File: src/rtl/generador_patrones.sv
// Parametrised test-pattern generator: saturating/wrapping count, PRBS or fixed
// word, advanced every HOLD cycles under READY backpressure, with a one-cycle strobe.
module generador_patrones #(
  parameter int              WIDTH = 10,
  parameter int              HOLD  = 10,
  parameter logic [WIDTH-1:0] TAPS = 10'h240,
  parameter int              CNT_W = 16
) (
  input  logic             clk_i,
  input  logic             rst_ni,
  input  logic             enable_i,
  input  logic [1:0]       mode_i,
  input  logic             load_i,
  input  logic [WIDTH-1:0] seed_i,
  input  logic             ready_i,
  output logic [WIDTH-1:0] d_o,
  output logic             strobe_o,
  output logic             done_o,
  output logic [CNT_W-1:0] word_cnt_o,
  output logic [1:0]       state_o
);

  // Handshake: a word advances only on an edge where the hold count is
  // terminal and ready_i is high; ready_i low at terminal count parks in STALL
  // with d_o stable until ready_i returns.

  localparam int HCW = $clog2(HOLD + 1);
  localparam logic [HCW-1:0] HOLD_M1 = HCW'(HOLD - 1);

  localparam logic [1:0] MODE_SAT   = 2'b00;
  localparam logic [1:0] MODE_WRAP  = 2'b01;
  localparam logic [1:0] MODE_PRBS  = 2'b10;
  localparam logic [1:0] MODE_FIXED = 2'b11;

  typedef enum logic [1:0] {
    ST_IDLE  = 2'd0,
    ST_RUN   = 2'd1,
    ST_STALL = 2'd2,
    ST_DONE  = 2'd3
  } state_e;

  state_e           state_q, state_d;
  logic [WIDTH-1:0] d_q, d_d;
  logic [HCW-1:0]   hold_q, hold_d;
  logic [CNT_W-1:0] cnt_q, cnt_d;
  logic             strobe_q, strobe_d;

  logic [WIDTH-1:0] next_word;
  logic             sat_stop;
  logic             try_adv;

  always_ff @(posedge clk_i or negedge rst_ni) begin
    if (!rst_ni) begin
      state_q  <= ST_IDLE;
      d_q      <= '0;
      hold_q   <= '0;
      cnt_q    <= '0;
      strobe_q <= 1'b0;
    end else begin
      state_q  <= state_d;
      d_q      <= d_d;
      hold_q   <= hold_d;
      cnt_q    <= cnt_d;
      strobe_q <= strobe_d;
    end
  end

  // Pattern successor; mode only matters on an advance edge.
  always_comb begin
    next_word = d_q;
    sat_stop  = 1'b0;
    case (mode_i)
      MODE_SAT: begin
        if (&d_q) sat_stop = 1'b1;
        else      next_word = d_q + WIDTH'(1);
      end
      MODE_WRAP: next_word = d_q + WIDTH'(1);
      MODE_PRBS: begin
        if (d_q == '0) next_word = WIDTH'(1);
        else           next_word = {d_q[WIDTH-2:0], ^(d_q & TAPS)};
      end
      MODE_FIXED: next_word = d_q;
      default:    next_word = d_q;
    endcase
  end

  always_comb begin
    state_d  = state_q;
    d_d      = d_q;
    hold_d   = hold_q;
    cnt_d    = cnt_q;
    strobe_d = 1'b0;
    try_adv  = 1'b0;
    if (load_i) begin
      d_d     = seed_i;
      hold_d  = '0;
      cnt_d   = '0;
      state_d = enable_i ? ST_RUN : ST_IDLE;
    end else begin
      case (state_q)
        ST_IDLE: begin
          hold_d = '0;
          if (enable_i) state_d = ST_RUN;
        end
        ST_RUN: begin
          if (!enable_i) begin
            state_d = ST_IDLE;
            hold_d  = '0;
          end else if (hold_q == HOLD_M1) begin
            if (ready_i) try_adv = 1'b1;
            else         state_d = ST_STALL;
          end else begin
            hold_d = hold_q + HCW'(1);
          end
        end
        ST_STALL: begin
          if (!enable_i) begin
            state_d = ST_IDLE;
            hold_d  = '0;
          end else if (ready_i) begin
            try_adv = 1'b1;
          end
        end
        ST_DONE: begin
          if (!enable_i) begin
            state_d = ST_IDLE;
            hold_d  = '0;
          end
        end
        default: state_d = ST_IDLE;
      endcase
      if (try_adv) begin
        hold_d = '0;
        if (sat_stop) begin
          state_d = ST_DONE;
        end else begin
          d_d      = next_word;
          strobe_d = 1'b1;
          cnt_d    = cnt_q + CNT_W'(1);
          state_d  = ST_RUN;
        end
      end
    end
  end

  always_comb begin
    d_o        = d_q;
    strobe_o   = strobe_q;
    done_o     = (state_q == ST_DONE);
    word_cnt_o = cnt_q;
    state_o    = state_q;
  end

endmodule
File: config.mk
export PLATFORM = sky130hd
export DESIGN_NAME = generador_patrones
export DESIGN_NICKNAME = d
export VERILOG_FILES = /design/src/rtl/generador_patrones.sv
export SDC_FILE = /design/constraint.sdc
export NUM_CORES = 1
export LEC_CHECK = 0
export BUFFER_PORTS_ARGS = -buffer_cell sky130_fd_sc_hd__buf_2
export CAP_MARGIN = 20
export CELL_PAD_IN_SITES_DETAIL_PLACEMENT = 0
export CELL_PAD_IN_SITES_GLOBAL_PLACEMENT = 1
export CORE_MARGIN = 1
export CORE_UTILIZATION = 44
export CTS_CLUSTER_SIZE = 16
export DETAILED_ROUTE_END_ITERATION = 8
export PLACE_DENSITY_LB_ADDON = 0.1
export RECOVER_POWER = 50
export SYNTH_ARGS = -nofsm -noshare
export SYNTH_HDL_FRONTEND = slang
export SYNTH_SLANG_ARGS = --single-unit
File: constraint.sdc
create_clock -name clk_i -period 3.8 [get_ports clk_i]
set_input_delay 0.57 -clock clk_i [delete_from_list [all_inputs] [get_ports clk_i]]
set_output_delay 0.57 -clock clk_i [all_outputs]
set_load 0.01 [all_outputs]
# After elaboration in Yosys (flattened, before gate mapping)
# Cells that the tools add are included.
[classes]
n_eq_ne = 15
muxes = 36
n_reduce_logical = 11
add_sub_neg = 3
[op_table]
columns = ["cell", "n"]
rows = [
  ["two-way mux 10 bit", 5],
  ["two-way mux 16 bit", 3],
  ["one-hot mux 10 bit (3 select lines)", 1],
  ["two-way mux 4 bit", 5],
  ["adder 16 x 1 -> 16 bit, second input constant", 1],
  ["two-way mux 2 bit", 8],
  ["!= test 5 bit, second input constant", 3],
  ["one-hot mux 4 bit (3 select lines)", 1],
  ["two-way mux 1 bit", 11],
  ["adder 10 x 1 -> 10 bit, second input constant", 1],
  ["zero test 10 bit", 1],
  ["AND reduction 10 bit", 1],
  ["XOR reduction 10 bit", 1],
  ["equality test 2 bit, second input constant", 4],
  ["AND reduction 4 bit", 2],
  ["one-hot mux 2 bit (3 select lines)", 1],
  ["adder 4 x 1 -> 4 bit, second input constant", 1],
  ["equality test 2 x 1 -> 1 bit, second input constant", 2],
  ["equality test 4 bit, second input constant", 1],
  ["zero test 2 bit", 2],
  ["!= test 2 bit, second input constant", 2],
  ["!= test 4 x 2 -> 1 bit, second input constant", 1],
  ["!= test 4 bit, second input constant", 1],
  ["AND reduction 2 bit", 2],
  ["other kinds (4)", 4],
]
[word_totals]
ff_bits = 33
out_inout_bits = 30
word_cells = 70
in_bits = 17

# Logic depth before layout (Yosys ltp)
[depth]
ltp_word = 7
ltp_mapped = 8

# Worst setup path after synthesis
# No wires, ideal clock.
[synth_timing]
kind = "reg2reg"
from = "register state_q[0] (netlist: state_o[0])"
to = "register cnt_q[14] (netlist: word_cnt_o[14])"
arrival_time_ns = 2.073
setup_slack_ns = 1.600
path_stages_with_launch = 9
setup_time_ns = 0.128
cell_sequence = "dfrtp_1 > inv_1 > ha_1 > and3_1 > o21ai_4 > or2_1 > buf_2 > nor4_2 > mux2_1"
[synth_between]
elab_chain_len = 5
elab_cells_between_ends = 6
classes_between = "2 x eq/ne; 2 x mux; 2 x reduce/logical"
[synth_lines]
columns = ["element", "line_no", "text"]
rows = [
  ["start: declaration", "42", "state_e state_q, state_d;"],
  ["start signal: assignment", "60", "state_q <= state_d;"],
  ["equality test 2 bit or equality test 2 x 1 -> 1 bit (tied branches)", "100", "case (state_q)"],
  ["one-hot mux 1 bit (2 select lines) (*)", "100", ""],
  ["two-way mux 1 bit (*)", "94", "if (load_i) begin"],
  ["nonzero test 2 bit (no source line) (*)", "--", ""],
  ["AND reduction 2 bit (no source line) (*)", "--", ""],
  ["end signal: assignment", "63", "cnt_q <= cnt_d;"],
  ["end: declaration", "45", "logic [CNT_W-1:0] cnt_q, cnt_d;"],
]
# Every way passes the cells marked *; elsewhere a longest branch is shown, timed or not. The select of a mux whose other input is x is not followed.
# A chain may end at the register's enable or synchronous reset.

# Final worst setup path
[layout_timing]
from = "register state_q[0] (netlist: state_o[0])"
to = "register d_q[6] (netlist: d_o[6])"
[layout_between]
elab_chain_len = 5
elab_cells_between_ends = 6
classes_between = "2 x eq/ne; 2 x mux; 2 x reduce/logical"
[layout_lines]
columns = ["element", "line_no", "text"]
rows = [
  ["equality test 2 bit or equality test 2 x 1 -> 1 bit (tied branches)", "100", ""],
  ["one-hot mux 1 bit (2 select lines) (*)", "100", ""],
  ["two-way mux 1 bit (*)", "94", ""],
  ["nonzero test 2 bit (no source line) (*)", "--", ""],
  ["AND reduction 4 bit (no source line) (*)", "--", ""],
  ["end signal: assignment", "55", "d_q <= '0;"],
  ["end signal: assignment", "61", "d_q <= d_d;"],
  ["end: declaration", "43", "logic [WIDTH-1:0] d_q, d_d;"],
]
# Marked as above.

==> metrics.txt <==
number of gates resized after CTS 0; Max Clk Rate 398 MHz; status finished with violations; syn_nets 278; Starting Density 46.5%; largest net degree at the start of global routing 45; sequential cell fraction of total power 47.0%; sequential cell area 826 um^2; WL final 4.91 mm; syn avg cell area 8.93 um^2; register area share after synthesis 36.8%; minimum clock period roughly 2500 ps; #FFs+latches synth 33; mux cell area share after synthesis 7.53%; TritonCTS Buffers 5; area growth from synthesis to layout 14.5%; Top delay family on crit path compound AO/OA/AOI/OAI gates; DRC viols 0; post-synthesis instance total between 200 and 300; Std-Cell Rows 25; Die Area 5390 um^2; number of DRC markers in iteration 0 55; Adder-Cell Fraction of Synth Area 5.58%; Leakage ~1.1 nW; number of flops mapped to enable cells by yosys 0; max cap viols 1; Slowest-stage cell, CP a211oi_2; Final Cycle Share 66.1%; Sw Share 31.5%; Crit. End Element flip-flop; max-slew violation count 34; post-synthesis instance area approximately 2200 um^2; die span in y 73.4 um; drt pass-1 iters 4; Fillers a little over 500; Synth Area in Simple Gates 25.8%; Worst-path clk slew 70 ps; post-route setup TNS 0 ps; remaining global-route overflow 0; clk root buf clkbuf_8; clk_skew about 9.3 ps; PnR worst setup slack between 1000 and 1500 ps; Crit path largest cell delay 540 ps; Final ANT Viol Nets 0; Comb power frac 22.7%; startpoint types flip-flop; Clock Latency Late Sink approximately 280 ps; wire per inst around 14 um; CTS tree done; Die X 73.4 um; Buf/Inv on CP 1; Core Area 4820 um^2; Main synth FF type dfrtp_1; xor and xnor fraction of the mapped netlist area 5.47%; RePlAce Congestion 0.767; Clock Power Share 30.4%; # setup viols final 0; number of global-route vias before repair 1794; DR vias 1934; dpl ws 1300 ps; async set or reset register ratio after synthesis 100%; WS Path Type reg2reg; crit path cell chain inv_1 -> ha_1 -> and3_1 -> o21ai_4 -> a211oi_2 -> mux2_1 -> mux2_2; combinational family with the most area after synthesis simple AND/OR/NAND/NOR gates; Distinct cells, synth between 40 and 50; initial antenna violation count 0; peak supply drop 0.181 mV; first-pass GRT wire length 8.22 mm; share of cells above drive strength 1 17.6%; Multi-input gate area 1310 um^2; RSZ-0062 raised after global routing no; port buffer count 46; CP max FO 19; Crit path arrival time 2690 ps; TritonCTS Sinks 33; Switch Pwr 0.000277 W; slew margin rel. -20.4%; Layout Nets 317; violated checks max-capacitance violations, max-slew violations; Final Hold Fails 0; PwrDens 342 nW/um^2; Warnings, synthesis 0; CTS H-tree lvls 2; IO Pins 47; GRT Total Usage between 15 and 20%; antenna cells 0; Int Pwr 0.000600 W; Setup Buffers After CTS 0; cts hold-fix bufs 0; post-synthesis compound-gate area fraction roughly 14%; CP Data Required Time 3970 ps; Detailed Place HPWL 3.50 mm; total power draw between 0.0008 and 0.0009 W; Vias/cell 5.42; clk buf depth 2; HP Class in2reg; Worst Tran Pin Value 1810 ps
[area by class of cell]
class / count / area share (%)
well taps: 67 / 3.27
inverters: 8 / 1.17
clock buffers: 7 / 3.36
flip-flops and latches: 33 / 32.2
multi-input cells: 193 / 51.0
repair buffers: 49 / 9.07
[layer usage]
layer | share of wire (%) | vias to the layer above | global-route usage [%] | wire [um]
met5 | 0 | - | 0 | 0
met4 | 1.3 | 0 | 7.05 | 63
met3 | 3.3 | 6 | 3.84 | 164
met2 | 47 | 40 | 31.9 | 2300
met1 | 48 | 911 | 27.0 | 2370
li1 | - | 977 | - | -
[through the flow]
step / instances / util, % / hold WS, ps / cell area (um^2)
detailed placement: 350 / 51.9 / 548 / 2500
floorplan: 251 / - / 274 / 2240
finish: 357 / 53.3 / 492 / 2570
CTS: 357 / 53.7 / 378 / 2590
global route: 357 / 53.3 / 509 / 2570
global placement: 350 / 51.9 / 544 / 2500
[kinds of logic (layout without fill, tap and decap cells)]
logic type               Yosys count  after routing
AND/OR/NAND/NOR                  108            108
flip-flops                        33             33
multiplexers                      16             16
adder cells (fa/ha/maj)           10             10
buffers and inverters             25             64
AO/OA/AOI/OAI                     45             45
XOR/XNOR                          14             14
[worst min-delay path: stages]
cell	delay, ps
buf_2	70
nand2_1	40
o21ai_0	50
[cells in the mapped netlist, drive strengths merged, types with 4 or more instances]
cell    number  area (um^2)
nor4        10         68.8
nor2b        4         25.0
mux2         7         78.8
o211ai       6         45.0
mux2i        9         90.1
nand3       18         95.1
nor3         5         25.0
o21ai       11         66.3
nand4        4         40.0
clkbuf      10         38.8
inv          8         30.0
dfrtp       33          826
nand2       23         86.3
buf          7         45.0
ha          10          125
a21oi       10         50.1
nor2        28          108
xnor2       14          123
[sequential cells by signal, indices dropped and copies added, names as in the netlist]
name and count:
word_cnt_o 16, hold_q 4, strobe_o 1, d_o 10
state_o 2
[cells in the final DEF, fill, tap and decap left out, types with 3 or more instances in the layout]
cell type	n
dfrtp_1	33
buf_2	30
nor2_1	27
nand2_1	23
nand3_1	17
clkbuf_1	17
xnor2_1	14
o21ai_0	10
a21oi_1	10
ha_1	10
nor4_1	9
mux2i_1	9
inv_1	8
o211ai_1	6
clkbuf_8	6
mux2_2	5
nor3_1	5
nor2b_1	4
and3_1	3
nand2b_1	3
o311ai_0	3
nand4_1	3
buf_4	3
[final timing paths]
path | start | to | slack, ps | cells after the start
worst min-delay path | seed_i[4] | d_o[4] | 490 | 3
worst max-delay path | state_o[0] | d_o[6] | 1290 | 7
worst max register to register | state_o[0] | d_o[6] | 1290 | 7
worst min register to register | hold_q[2] | hold_q[2] | 560 | 1
min in group asynchronous | rst_ni | word_cnt_o[1] | 770 | 1
max in group asynchronous | rst_ni | word_cnt_o[15] | 1990 | 1
[power groups by stage]
stage / registers (W) / clock network, W / logic (W)
after floorplan: 0.000408 / 0 / 0.000150
after global placement: 0.000417 / 0 / 0.000204
after detailed placement: 0.000418 / 0 / 0.000202
after CTS: 0.000411 / 0.000279 / 0.000204
after global routing: 0.000416 / 0.000290 / 0.000229
final: 0.000412 / 0.000266 / 0.000199
Power figures use the tool's default switching activity.
